### config.mk
export PLATFORM = sky130hd
export DESIGN_NAME = fifo_write_arbiter
export DESIGN_NICKNAME = d
export VERILOG_FILES = /design/src/rtl/fifo_write_arbiter_pkg.sv /design/src/rtl/fifo_write_arbiter_rr_priority_pick.sv /design/src/rtl/fifo_write_arbiter.sv
export SDC_FILE = /design/constraint.sdc
export NUM_CORES = 1
export LEC_CHECK = 0
export CAP_MARGIN = 15
export CORE_MARGIN = 2
export CORE_UTILIZATION = 41
export CTS_CLUSTER_SIZE = 30
export DETAILED_ROUTE_END_ITERATION = 10
export PLACE_DENSITY = 0.85
export SYNTH_ARGS = -nofsm -noshare
export SYNTH_HDL_FRONTEND = slang
export SYNTH_SLANG_ARGS = --single-unit
export TNS_END_PERCENT = 1
### constraint.sdc
create_clock -name clock -period 3.1 [get_ports clock]
set_input_delay 0.62 -clock clock [delete_from_list [all_inputs] [get_ports clock]]
set_output_delay 0.62 -clock clock [all_outputs]
set_load 0.05 [all_outputs]
### src/rtl/fifo_write_arbiter_pkg.sv
// fifo_write_arbiter_pkg
//   Shared definitions for the FIFO write-port arbiter:
//   - arb_state_t : arbiter FSM encoding (IDLE=0, GRANT=1)
//   - BURST_CNT_W : width of the per-grant transfer counter
//   - clog2_min1  : ceil(log2(n)), never less than 1, for index widths
package fifo_write_arbiter_pkg;

  typedef enum logic {
    ST_IDLE  = 1'b0,
    ST_GRANT = 1'b1
  } arb_state_t;

  localparam int BURST_CNT_W = 8;

  function automatic int clog2_min1(input int n);
    int r;
    r = 0;
    for (int k = 0; k < 32; k++) begin
      if ((1 << r) < n) r = r + 1;
    end
    if (r == 0) r = 1;
    return r;
  endfunction

endpackage

### src/rtl/fifo_write_arbiter_rr_priority_pick.sv
// rr_priority_pick
//   Rotating-priority first-one finder. Searches req starting at index ptr
//   and wrapping modulo N_REQ; returns the first set index.
//   Ports:
//     req  in  N_REQ  request vector
//     ptr  in  IDW    index with highest priority
//     idx  out IDW    first requesting index at or after ptr (0 if none)
//     any  out 1      at least one request present
module rr_priority_pick #(
  parameter int N_REQ = 4,
  parameter int IDW   = 2
) (
  input  logic [N_REQ-1:0] req,
  input  logic [IDW-1:0]   ptr,
  output logic [IDW-1:0]   idx,
  output logic             any
);

  logic [IDW-1:0] w_cand;

  // Walk from farthest to nearest so the candidate closest to ptr wins.
  always_comb begin
    idx    = '0;
    w_cand = '0;
    any    = |req;
    for (int k = N_REQ - 1; k >= 0; k--) begin
      w_cand = IDW'((int'(ptr) + k) % N_REQ);
      if (req[w_cand]) idx = w_cand;
    end
  end

endmodule

### src/rtl/fifo_write_arbiter.sv
// fifo_write_arbiter
//   Shares one FIFO write port among N_REQ producers. Producers are granted
//   round-robin; a grant lasts for up to max_burst transfers or until the
//   granted producer drops its valid. Arbitration takes one IDLE cycle.
//   Data and strobes are combinational from the current grant.
//   Ports:
//     clock           in   1            clock, all state on posedge
//     reset_n         in   1            asynchronous reset, active low
//     req_valid       in   N_REQ        producer i has a word
//     req_data        in   N_REQ*width  producer i data at [i*width +: width]
//     req_rdy         out  N_REQ        producer i word accepted this cycle
//     fifo_din        out  width        data to FIFO
//     fifo_din_valid  out  1            FIFO write strobe
//     fifo_din_rdy    in   1            FIFO not full
//     grant_id        out  GW           currently granted producer
//     busy            out  1            arbiter in GRANT state
module fifo_write_arbiter
  import fifo_write_arbiter_pkg::*;
#(
  parameter  int N_REQ     = 4,
  parameter  int width     = 8,
  parameter  int max_burst = 4,
  localparam int GW        = clog2_min1(N_REQ)
) (
  input  logic                   clock,
  input  logic                   reset_n,
  input  logic [N_REQ-1:0]       req_valid,
  input  logic [N_REQ*width-1:0] req_data,
  output logic [N_REQ-1:0]       req_rdy,
  output logic [width-1:0]       fifo_din,
  output logic                   fifo_din_valid,
  input  logic                   fifo_din_rdy,
  output logic [GW-1:0]          grant_id,
  output logic                   busy
);

  arb_state_t             r_state;
  arb_state_t             w_state_nxt;
  logic [GW-1:0]          r_grant;
  logic [GW-1:0]          w_grant_nxt;
  logic [GW-1:0]          r_rr_ptr;
  logic [GW-1:0]          w_rr_ptr_nxt;
  logic [BURST_CNT_W-1:0] r_burst;
  logic [BURST_CNT_W-1:0] w_burst_nxt;

  logic [GW-1:0]          w_pick_idx;
  logic                   w_pick_any;
  logic [GW-1:0]          w_grant_inc;
  logic                   w_grant_req;
  logic                   w_xfer;
  logic                   w_last;
  logic [width-1:0]       w_slice [N_REQ];

  for (genvar g = 0; g < N_REQ; g++) begin : g_slice
    assign w_slice[g] = req_data[g*width +: width];
  end

  rr_priority_pick #(
    .N_REQ (N_REQ),
    .IDW   (GW)
  ) u_pick (
    .req (req_valid),
    .ptr (r_rr_ptr),
    .idx (w_pick_idx),
    .any (w_pick_any)
  );

  assign w_grant_req = req_valid[r_grant];
  assign w_xfer      = (r_state == ST_GRANT) & w_grant_req & fifo_din_rdy;
  assign w_last      = (r_burst == BURST_CNT_W'(max_burst - 1));
  // Explicit wrap keeps non-power-of-two N_REQ correct.
  assign w_grant_inc = (r_grant == GW'(N_REQ - 1)) ? '0 : r_grant + GW'(1);

  always_comb begin
    w_state_nxt  = r_state;
    w_grant_nxt  = r_grant;
    w_rr_ptr_nxt = r_rr_ptr;
    w_burst_nxt  = r_burst;
    case (r_state)
      ST_IDLE: begin
        if (w_pick_any) begin
          w_state_nxt = ST_GRANT;
          w_grant_nxt = w_pick_idx;
          w_burst_nxt = '0;
        end
      end
      ST_GRANT: begin
        if (w_xfer) begin
          w_burst_nxt = r_burst + BURST_CNT_W'(1);
          if (w_last) begin
            w_state_nxt  = ST_IDLE;
            w_rr_ptr_nxt = w_grant_inc;
          end
        end else if (!w_grant_req) begin
          // Producer went idle; a full FIFO alone never ends the grant.
          w_state_nxt  = ST_IDLE;
          w_rr_ptr_nxt = w_grant_inc;
        end
      end
      default: w_state_nxt = ST_IDLE;
    endcase
  end

  always_ff @(posedge clock or negedge reset_n) begin
    if (!reset_n) begin
      r_state  <= ST_IDLE;
      r_grant  <= '0;
      r_rr_ptr <= '0;
      r_burst  <= '0;
    end else begin
      r_state  <= w_state_nxt;
      r_grant  <= w_grant_nxt;
      r_rr_ptr <= w_rr_ptr_nxt;
      r_burst  <= w_burst_nxt;
    end
  end

  assign busy           = (r_state == ST_GRANT);
  assign grant_id       = r_grant;
  assign fifo_din       = w_slice[r_grant];
  assign fifo_din_valid = w_xfer;
  assign req_rdy        = w_xfer ? (N_REQ'(1) << r_grant) : '0;

endmodule

* After elaboration in Yosys (flattened, before gate mapping)
Cells that the tools add are included.
Storage, ports and cells: output and inout port bits 16, memories kept 0, bits in registers 13, memory bits (read-only) 0, latch bits 0, logic and storage cells 60, memory bits (writable) 0
Cells by class: add/sub/neg operators 5, bitwise operators 4, shift operators 1, order comparisons 6, div/mod/pow operators 0, reductions and logical operators 4, mux-type cells 30, $mul 0, eq/ne operators 6
Operator list (number):
- 8-bit 2-to-1 mux | 4
- 8-bit binary-select mux with 2-bit select | 1
- 2-bit 2-to-1 mux | 8
- 8-bit one-hot mux with 2 select lines | 1
- 2-bit by 3-bit < comparator with 1-bit output (second input constant) | 5
- 1-bit binary-select mux with 2-bit select | 5
- 1-bit 2-to-1 mux | 9
- 8-bit by 1-bit adder with 8-bit output (second input constant) | 1
- 8-bit by 2-bit equality test with 1-bit output (second input constant) | 1
- 2-bit by 1-bit inequality test with 1-bit output (second input constant) | 4
- 2-bit by 1-bit adder with 2-bit output (second input constant) | 2
- 2-bit adder (second input constant) | 2
- 4-bit 2-to-1 mux | 1
- 2-bit AND reduction | 2
- 4-bit OR reduction | 1
- 1-bit by 2-bit << shifter with 4-bit output (first input constant) | 1
- 3-bit greater-or-equal comparator (second input constant) | 1
- 2-bit NOT with 3-bit output | 1
- 3-bit AND reduction | 1
- 1-bit bitwise AND | 2
- 2-bit equality test (second input constant) | 1
- 1-bit one-hot mux with 2 select lines | 1
- 1-bit NOT | 1

* Logic depth before layout (Yosys ltp)
Gate-level depths: netlist (run 1).
depth in word-level cells 7, mapped depth 5, mapped depth without buffers 5

* Cells and area by module
A second synthesis (run 1) with hierarchy kept.
Second synthesis, totals: cell total of the unflattened synthesis 95, area, all modules 1024.7 um^2
Modules (own cells, without submodules):
- fifo_write_arbiter | instances 1, area each 947.2 um^2, cells each 82
- rr_priority_pick | instances 1, area each 77.6 um^2, cells each 13

* Worst setup path before layout (run 1)
Ideal clock, no wire load.
path type flip-flop to output port, start point reg r_grant[0] (netlist: grant_id[0]), end point out req_rdy[0], required time 2.480 ns, cell stages (with the launch flop) 4, slack 0.572 ns, data arrival time 1.908 ns, path buffers 0, cell sequence dfrtp_1 > mux4_2 > and2_1 > and3_1
On the way: word-level cells in the longest chain between the ends 5, elaborated cells on any way between the ends 6, those cells by class shift (1); mux (3); bitwise (2)
Ends and longest elaborated chain:
- start: declaration | RTL line fifo_write_arbiter.sv:39 | logic [GW-1:0] r_grant;
- start signal: assignment | RTL line fifo_write_arbiter.sv:112 | r_grant <= w_grant_nxt;
- 1-bit binary-select mux with 2-bit select | RTL line fifo_write_arbiter.sv:68 | assign w_grant_req = req_valid[r_grant];
- 1-bit 2-to-1 mux (implied by the code) | RTL line fifo_write_arbiter.sv:68
- 1-bit bitwise AND (2 in a row) | RTL line fifo_write_arbiter.sv:69 | assign w_xfer = (r_state == ST_GRANT) & w_grant_req & fifo_din_rdy;
- 4-bit 2-to-1 mux (*) | RTL line fifo_write_arbiter.sv:122 | assign req_rdy = w_xfer ? (N_REQ'(1) << r_grant) : '0;
- end: declaration | RTL line fifo_write_arbiter.sv:29 | output logic [N_REQ-1:0] req_rdy,
Mark *: on every way between the ends. The rest lies on a longest branch, timed or not. The select of a mux whose other input is x is not followed.

* Worst setup path in the final report (run 1)
start point reg r_grant[0] (netlist: grant_id[0]), end point out fifo_din[4]
On the way: word-level cells in the longest chain between the ends 4
Ends and longest elaborated chain:
- 2-bit NOT with 3-bit output (implied by the code) | RTL line fifo_write_arbiter.sv:120 | assign fifo_din = w_slice[r_grant];
- 8-bit binary-select mux with 2-bit select | RTL line fifo_write_arbiter.sv:120
- 8-bit 2-to-1 mux (implied by the code) (2 in a row) | RTL line fifo_write_arbiter.sv:120
- end: declaration | RTL line fifo_write_arbiter.sv:30 | output logic [width-1:0] fifo_din,
Every way passes these cells. The select of a mux whose other input is x is not followed.

==> results of run 1 <==
kinds of logic (layout without fill, tap and decap cells):
family          Yosys count  after routing  synth area share (%)
simple gates             33             33                 19.80
fa+ha+maj                 5              5                 6.345
mux                      12             12                 23.86
flops                    13             13                 32.99
xor+xnor                  2              2                 1.777
buf+inv                   7             63                 3.045
compound gates           17             17                 12.18
critical path: stages (launching register included):
cell	delay, ns
sky130_fd_sc_hd__dfrtp_1	0.71
sky130_fd_sc_hd__mux4_2	0.58
sky130_fd_sc_hd__clkdlybuf4s50_1	0.72
per-stage QoR:
stage	total power, mW	util (%)	instance area (sq um)	std cells	setup slack [ns]
final	1.301	70.25	1569	173	0.1914
after global routing	1.383	70.25	1569	173	0.06987
after CTS	1.307	70.25	1569	173	0.1527
after detailed placement	1.198	69.02	1541	169	0.2073
after global placement	1.179	69.02	1541	169	0.2325
after floorplan	0.9172	-	985.9	89	0.5725
power breakdown:
part | switching [mW] | total, mW | internal (mW)
combinational | 0.497 | 0.866 | 0.369
clock | 0.0586 | 0.107 | 0.0479
sequential | 0.113 | 0.328 | 0.216
routing by layer:
layer | routed length [um] | up-vias
met1 | 1142 | 484
met5 | 0 | -
li1 | - | 461
met3 | 330 | 3
met4 | 21 | 0
met2 | 1525 | 54
placed cells by master (no fill, tap or decap), drive strengths merged, types with 5 or more instances in the layout:
cell type	count
and3	6
buf	6
clkdlybuf4s50	49
dfrtp	13
ha	5
mux4	9
nand2	7
nor2	5
o21ai	5
state kept, by name, summed over array words and instances (netlist names):
name and flops:
grant_id 2, busy 1, r_rr_ptr 2, r_burst 8
final timing paths:
check	from	end
setup / recovery	grant_id[0]$_DFFE_PN0P_	fifo_din[4]
hold / removal	r_burst[7]$_DFFE_PN0P_	r_burst[7]$_DFFE_PN0P_
setup reg to reg	grant_id[0]$_DFFE_PN0P_	r_rr_ptr[0]$_DFFE_PN0P_
hold reg to reg	r_burst[7]$_DFFE_PN0P_	r_burst[7]$_DFFE_PN0P_
max in group asynchronous	reset_n	grant_id[1]$_DFFE_PN0P_
min in group asynchronous	reset_n	r_burst[7]$_DFFE_PN0P_
layout make-up:
cell class,instances,share of cell area (%)
inverter,4,0.9569
tap,28,2.233
clock buffer,3,1.435
timing repair buffer,55,34.13
clock inverter,1,0.3190
sequential,13,20.73
multi-input combinational,69,40.19
==> parameters.txt, run 1 <==
Parameter                              Value

Die
  Core ar. ... 2233 sq um
  Count of boundary I/O pins ... 55
  Effective utilization at floorplan ... 44.15%
  Total die area ... 2813 sq um
  Floorplan row count ... 17
  Floorplan die width ... 53.04 um
  Die Ht ... 53.04 um

Worst setup path
  Arr. time, crit path ... 2.29 ns
  Req. time, crit path ... 2.48 ns
  Worst setup path category ... register to output pin
  Startpoint Class ... register
  Critical path peak fanout ... 11
  Nature of the critical path endpoint ... output pin
  Flop-to-flop setup slack ... 1.11 ns
  Worst-case reg-to-reg path depth ... 4

Route
  Starting DRC count in detailed routing ... 20
  Mean routed wirelength per cell ... 17.45 um
  Post-detailed-route via-to-cell ratio ... 5.792
  Post-route DRC ... 0
  Antenna viol nets, final ... 0
  Iteration count of the initial detailed-routing pass ... 4
  Detailed-route via count ... 1002
  Sum of routed wire length over all layers ... 3.019 mm

Logic synthesis
  Post-synthesis area per instance ... 11.08 sq um
  Cell count after synthesis ... 89
  Yosys reg bits ... 13
  Share of the synthesized area in the top cell type ... 32.99%
  Post-synth top cells ... 13 x sky130_fd_sc_hd__dfrtp_1, 9 x sky130_fd_sc_hd__mux4_2, 7 x sky130_fd_sc_hd__nand2_1
  Main area contributors after synthesis ... sky130_fd_sc_hd__dfrtp_1 33%, sky130_fd_sc_hd__mux4_2 21%, sky130_fd_sc_hd__ha_1 6.3%
  Cell taking the most area after synthesis ... sky130_fd_sc_hd__dfrtp_1
  Distinct cell type count of the synthesized netlist ... 32
  YS warnings ... 0
  Number of synthesized flops with an enable pin ... 0
  Post-synthesis instance area ... 985.9 sq um
  Net count after synthesis ... 133
  Most used flip-flop cell after synthesis ... sky130_fd_sc_hd__dfrtp_1
  Leading cell type by number of instances after synthesis ... sky130_fd_sc_hd__dfrtp_1
  Seq/Total Area, Yosys ... 32.99%
  Share of async-settable or async-resettable flops after synthesis ... 100.0%

Clocking
  Maximum buffer depth of the clock tree ... 2
  Clock transition at path regs ... 0.08 ns
  Clock buffer count from CTS ... 3
  Clock Sink Count ... 13
  Clock Tree Root ... sky130_fd_sc_hd__clkbuf_4
  Clock tree from TritonCTS ... yes
  Clock network latency to the later pin of the worst-skew pair ... 0.28 ns
  Resized cells post-CTS ... 0
  Hold Buf Count CTS ... 0
  Htree depth ... 1
  Number of setup buffers added after CTS ... 0

Global routing
  GR met3 Demand/Resource ... 7.062%
  Wire length of the first global-routing pass ... 4.616 mm
  Met2 usage in global routing ... 43.54%
  Number of antenna violations at the first check in global routing ... 0
  Total GRT Usage ... 22.98%
  Number of global-route vias before repair ... 999
  Global-route track usage on met1 ... 24.64%
  Most used routing layer in global routing ... met2
  GRT Residual Overflow ... 0
  Maximum number of pins on one net before global-route repair ... 14

STA
  Measured slew at the worst slew-check pin ... 0.5805 ns
  Shortest period the worst path allows ... 2.909 ns
  RSZ-0062 raised after global routing ... no
  Share of the clock period used by the worst path ... 93.83%
  Hold Violations, Final ... 0
  Minimum hold slack ... 0.5125 ns
  Max Clock Skew ... 0.001513 ns
  Final TNS setup ... 0 ns
  Final-report max-slew violation count ... 0
  F_max ... 343.8 MHz
  Number of endpoints failing setup at the final stage ... 0
  Headroom to the max-slew limit ... 61.18%

Cells and area
  Sequential Area ... 325.3 sq um
  Post-layout nets ... 190
  Area occupied by multi-input gates ... 630.6 sq um
  Layout cell share with drive strength beyond 1 ... 15.86%
  Number of inserted diodes ... 0
  Area overhead of the layout relative to synthesis ... 59.14%
  Filler cells ... 173

Min path
  Number of cells traversed by the worst hold path ... 1
  Min-Delay Path Class ... register to register

Placed design
  Sum of net half-perimeters after detailed placement ... 2.474 mm
  Routability Congestion ... 0.7806
  Port Buffer Count ... 54

Run
  Max-capacitance violation count ... 0

Run status
  Outcome ... complete, no violations

Power
  Cell leakage power ... 0.6678 nW
  Largest vdd supply drop ... 0.0005283 V
  Power density relative to cell area ... 829.1 nW/um^2
No activity file was read; power rests on OpenSTA's default activity.
==> run 2: changes to the inputs <==
- CORE_MARGIN: 2 -> not set
==> parameters.txt, run 2 (same netlist as run 1, synthesis figures left out) <==
Parameter                              Value

Min path
  Min-Delay Path Class ... register to register
  Number of cells traversed by the worst hold path ... 1 (unchanged)

Cells and area
  Commonest non-fill, non-tap cell in the layout ... sky130_fd_sc_hd__clkdlybuf4s50_1
  Filler cells ... 167 (-3.5%)
  Most frequent cells in the layout ... 49 x sky130_fd_sc_hd__clkdlybuf4s50_1, 13 x sky130_fd_sc_hd__dfrtp_1, 9 x sky130_fd_sc_hd__mux4_2
  Area occupied by multi-input gates ... 630.6 sq um (unchanged)
  Post-route standard cell area excluding fillers ... 1580 sq um (+0.72%)
  Area overhead of the layout relative to synthesis ... 60.28%
  Max reg flops ... 8 (unchanged)
  Post-layout nets ... 190 (unchanged)
  Number of inserted diodes ... 0 (unchanged)
  Layout cell share with drive strength beyond 1 ... 15.17% (-0.69 points)
  Sequential Area ... 325.3 sq um (unchanged)
  Register with the highest flop count ... r_burst

Clocking
  Clock Tree Root ... sky130_fd_sc_hd__clkbuf_4
  Clock transition at path regs ... 0.08 ns (about the same)
  Htree depth ... 1 (unchanged)
  Resized cells post-CTS ... 0 (unchanged)
  Clock Sink Count ... 13 (unchanged)
  Clock buffer count from CTS ... 3 (unchanged)
  Clock tree from TritonCTS ... yes
  Clock network latency to the later pin of the worst-skew pair ... 0.28 ns (about the same)
  Hold Buf Count CTS ... 0 (unchanged)
  Maximum buffer depth of the clock tree ... 2 (unchanged)
  Number of setup buffers added after CTS ... 0 (unchanged)

Placed design
  Port Buffer Count ... 54 (unchanged)
  Sum of net half-perimeters after detailed placement ... 2.355 mm (-4.8%)
  Routability Congestion ... 0.7386 (-5.4%)
  Placed standard-cell area ... 1554 sq um (+0.81%)

Power
  Internal cell power ... 0.6503 mW (+2.9%)
  Logic pwr share ... 68.2% (+1.6 points)
  Largest vdd supply drop ... 0.0007136 V (+35%)
  Net Sw Frac ... 50.77% (-0.63 points)
  Part of the power in the clock network ... 7.9% (-0.3 points)
  Power density relative to cell area ... 835.9 nW/um^2 (+0.82%)
  Relative contribution of sequential cells to total power ... 23.9% (-1.3 points)
  Cell leakage power ... 0.6691 nW (+0.20%)
  Sw power ... 0.6706 mW (+0.29%)

Route
  Iteration count of the initial detailed-routing pass ... 5 (+1)
  Post-detailed-route via-to-cell ratio ... 5.827 (+0.60%)
  Sum of routed wire length over all layers ... 2.858 mm (-5.3%)
  Starting DRC count in detailed routing ... 23 (+15%)
  Mean routed wirelength per cell ... 16.52 um (-5.3%)
  Detailed-route via count ... 1008 (+0.60%)
  Post-route DRC ... 0 (unchanged)
  Antenna viol nets, final ... 0 (unchanged)

Worst setup path
  Critical path peak fanout ... 7 (-4)
  Req. time, crit path ... 2.48 ns (about the same)
  Startpoint Class ... primary input
  Cell with the largest stage delay on the worst path ... sky130_fd_sc_hd__mux4_2
  Worst setup path category ... primary input to output pin
  Cell breakdown of the critical path ... clkdlybuf4s50_1 > mux4_2 > and2_1 > and3_1 > buf_4
  Worst flop-to-flop path startpoint ... grant_id[1]$_DFFE_PN0P_
  Arr. time, crit path ... 2.30 ns (about the same)
  Startpoint of the most critical setup path ... req_valid[3]
  Number of gates on the worst path with buffers counted ... 5 (+3)
  Critical path's top delay family ... buffers and inverters
  CP bufs+invs ... 2 (+1)
  Endpoint of the worst register-to-register path ... r_burst[6]$_DFFE_PN0P_
  End point of the critical path ... req_rdy[0]
  Longest individual stage delay on the worst path ... 0.58 ns (-0.14 ns)
  Flop-to-flop setup slack ... 1.26 ns (+0.15 ns)
  Nature of the critical path endpoint ... output pin
  Worst-case reg-to-reg path depth ... 4 (unchanged)

Die
  Effective utilization at floorplan ... 44.15% (unchanged)
  Core ar. ... 2233 sq um (unchanged)
  Count of boundary I/O pins ... 55 (unchanged)
  Total die area ... 2605 sq um (-7.4%)
  Die Ht ... 51.04 um (-3.8%)
  Floorplan die width ... 51.04 um (-3.8%)
  Floorplan row count ... 17 (unchanged)

STA
  Hold Violations, Final ... 0 (unchanged)
  Final-report max-slew violation count ... 0 (unchanged)
  RSZ-0062 raised after global routing ... no
  Shortest period the worst path allows ... 2.918 ns (+0.009793 ns)
  Number of endpoints failing setup at the final stage ... 0 (unchanged)
  Share of the clock period used by the worst path ... 94.14% (+0.32 points)
  F_max ... 342.7 MHz (-0.34%)
  Measured slew at the worst slew-check pin ... 0.5626 ns (-0.01796 ns)
  Headroom to the max-slew limit ... 62.38% (+1.2 points)
  Final TNS setup ... 0 ns (unchanged)
  Max Clock Skew ... 0.002674 ns (+0.001160 ns)

Run status
  Outcome ... complete, no violations

Global routing
  Number of global-route vias before repair ... 980 (-1.9%)
  GRT Residual Overflow ... 0 (unchanged)
  Wire length of the first global-routing pass ... 4.491 mm (-2.7%)
  Total GRT Usage ... 23.70% (+0.72 points)
  Maximum number of pins on one net before global-route repair ... 14 (unchanged)
  Number of antenna violations at the first check in global routing ... 0 (unchanged)

Run
  Max-capacitance violation count ... 0 (unchanged)
==> run 2: changes by cell type in the layout (fill, tap and decap cells not counted) <==
cell                       previous run  this run
sky130_fd_sc_hd__clkbuf_1             0         1
sky130_fd_sc_hd__buf_4                6         5
sky130_fd_sc_hd__clkinv_2             1         0
sky130_fd_sc_hd__buf_12               0         1
==> run 2: per-layer routing <==
metal  part of all wire, %  track usage [%]
met5                     0                0
met1                    38            24.43
met4                   1.5            10.65
met3                   9.3            5.357
met2                    51            44.74
==> run 2: worst register-to-register path: stages (launching register included) <==
cell	delay, ns
sky130_fd_sc_hd__dfrtp_1	0.67
sky130_fd_sc_hd__mux4_2	0.39
sky130_fd_sc_hd__nand4_1	0.20
sky130_fd_sc_hd__or4_1	0.44
sky130_fd_sc_hd__nand2_1	0.09
==> run 2: power by group through the flow <==
stage	combinational, mW	clock, mW	sequential (mW)
2_1_floorplan	0.590	0	0.327
4_1_cts	0.907	0.107	0.313
3_5_place_dp	0.907	0	0.316
3_3_place_gp	0.889	0	0.309
5_1_grt	0.953	0.116	0.324
6_report	0.901	0.105	0.315
==> run 2: per-stage QoR <==
step | setup slack (ns) | instances | power [mW] | hold slack (ns) | utilization, %
6_report | 0.1816 | 173 | 1.321 | 0.5012 | 70.76
5_1_grt | 0.1483 | 173 | 1.393 | 0.5465 | 70.76
4_1_cts | 0.1887 | 173 | 1.328 | 0.5069 | 70.76
3_5_place_dp | 0.1996 | 169 | 1.223 | 0.4953 | 69.58
3_3_place_gp | 0.2307 | 169 | 1.198 | 0.4778 | 69.58
2_1_floorplan | 0.5725 | 89 | 0.9172 | 0.3244 | -
==> run 2: worst min-delay path by stage <==
stage	startpoint	end	slack (ns)
after floorplan	reset_n	busy$_DFF_PN0_	0.32
after global routing	r_burst[4]$_DFFE_PN0P_	r_burst[4]$_DFFE_PN0P_	0.55
after CTS	r_burst[7]$_DFFE_PN0P_	r_burst[7]$_DFFE_PN0P_	0.51
after detailed placement	r_burst[7]$_DFFE_PN0P_	r_burst[7]$_DFFE_PN0P_	0.50
after global placement	r_burst[7]$_DFFE_PN0P_	r_burst[7]$_DFFE_PN0P_	0.48
final	r_burst[7]$_DFFE_PN0P_	r_burst[7]$_DFFE_PN0P_	0.50
==> run 2: final cells by class <==
| cell class | instances | share of cell area, % |
|---|---|---|
| multi-input combinational | 69 | 39.90 |
| timing repair buffer | 55 | 34.68 |
| sequential | 13 | 20.59 |
| tap | 28 | 2.217 |
| clock buffer | 4 | 1.663 |
| inverter | 4 | 0.9501 |
==> run 3: changes to the inputs <==
- HOLD_SLACK_MARGIN: not set -> 0.12
==> results of run 3 <==
The final DEF is identical to that of run 2; final timing and power are the same.
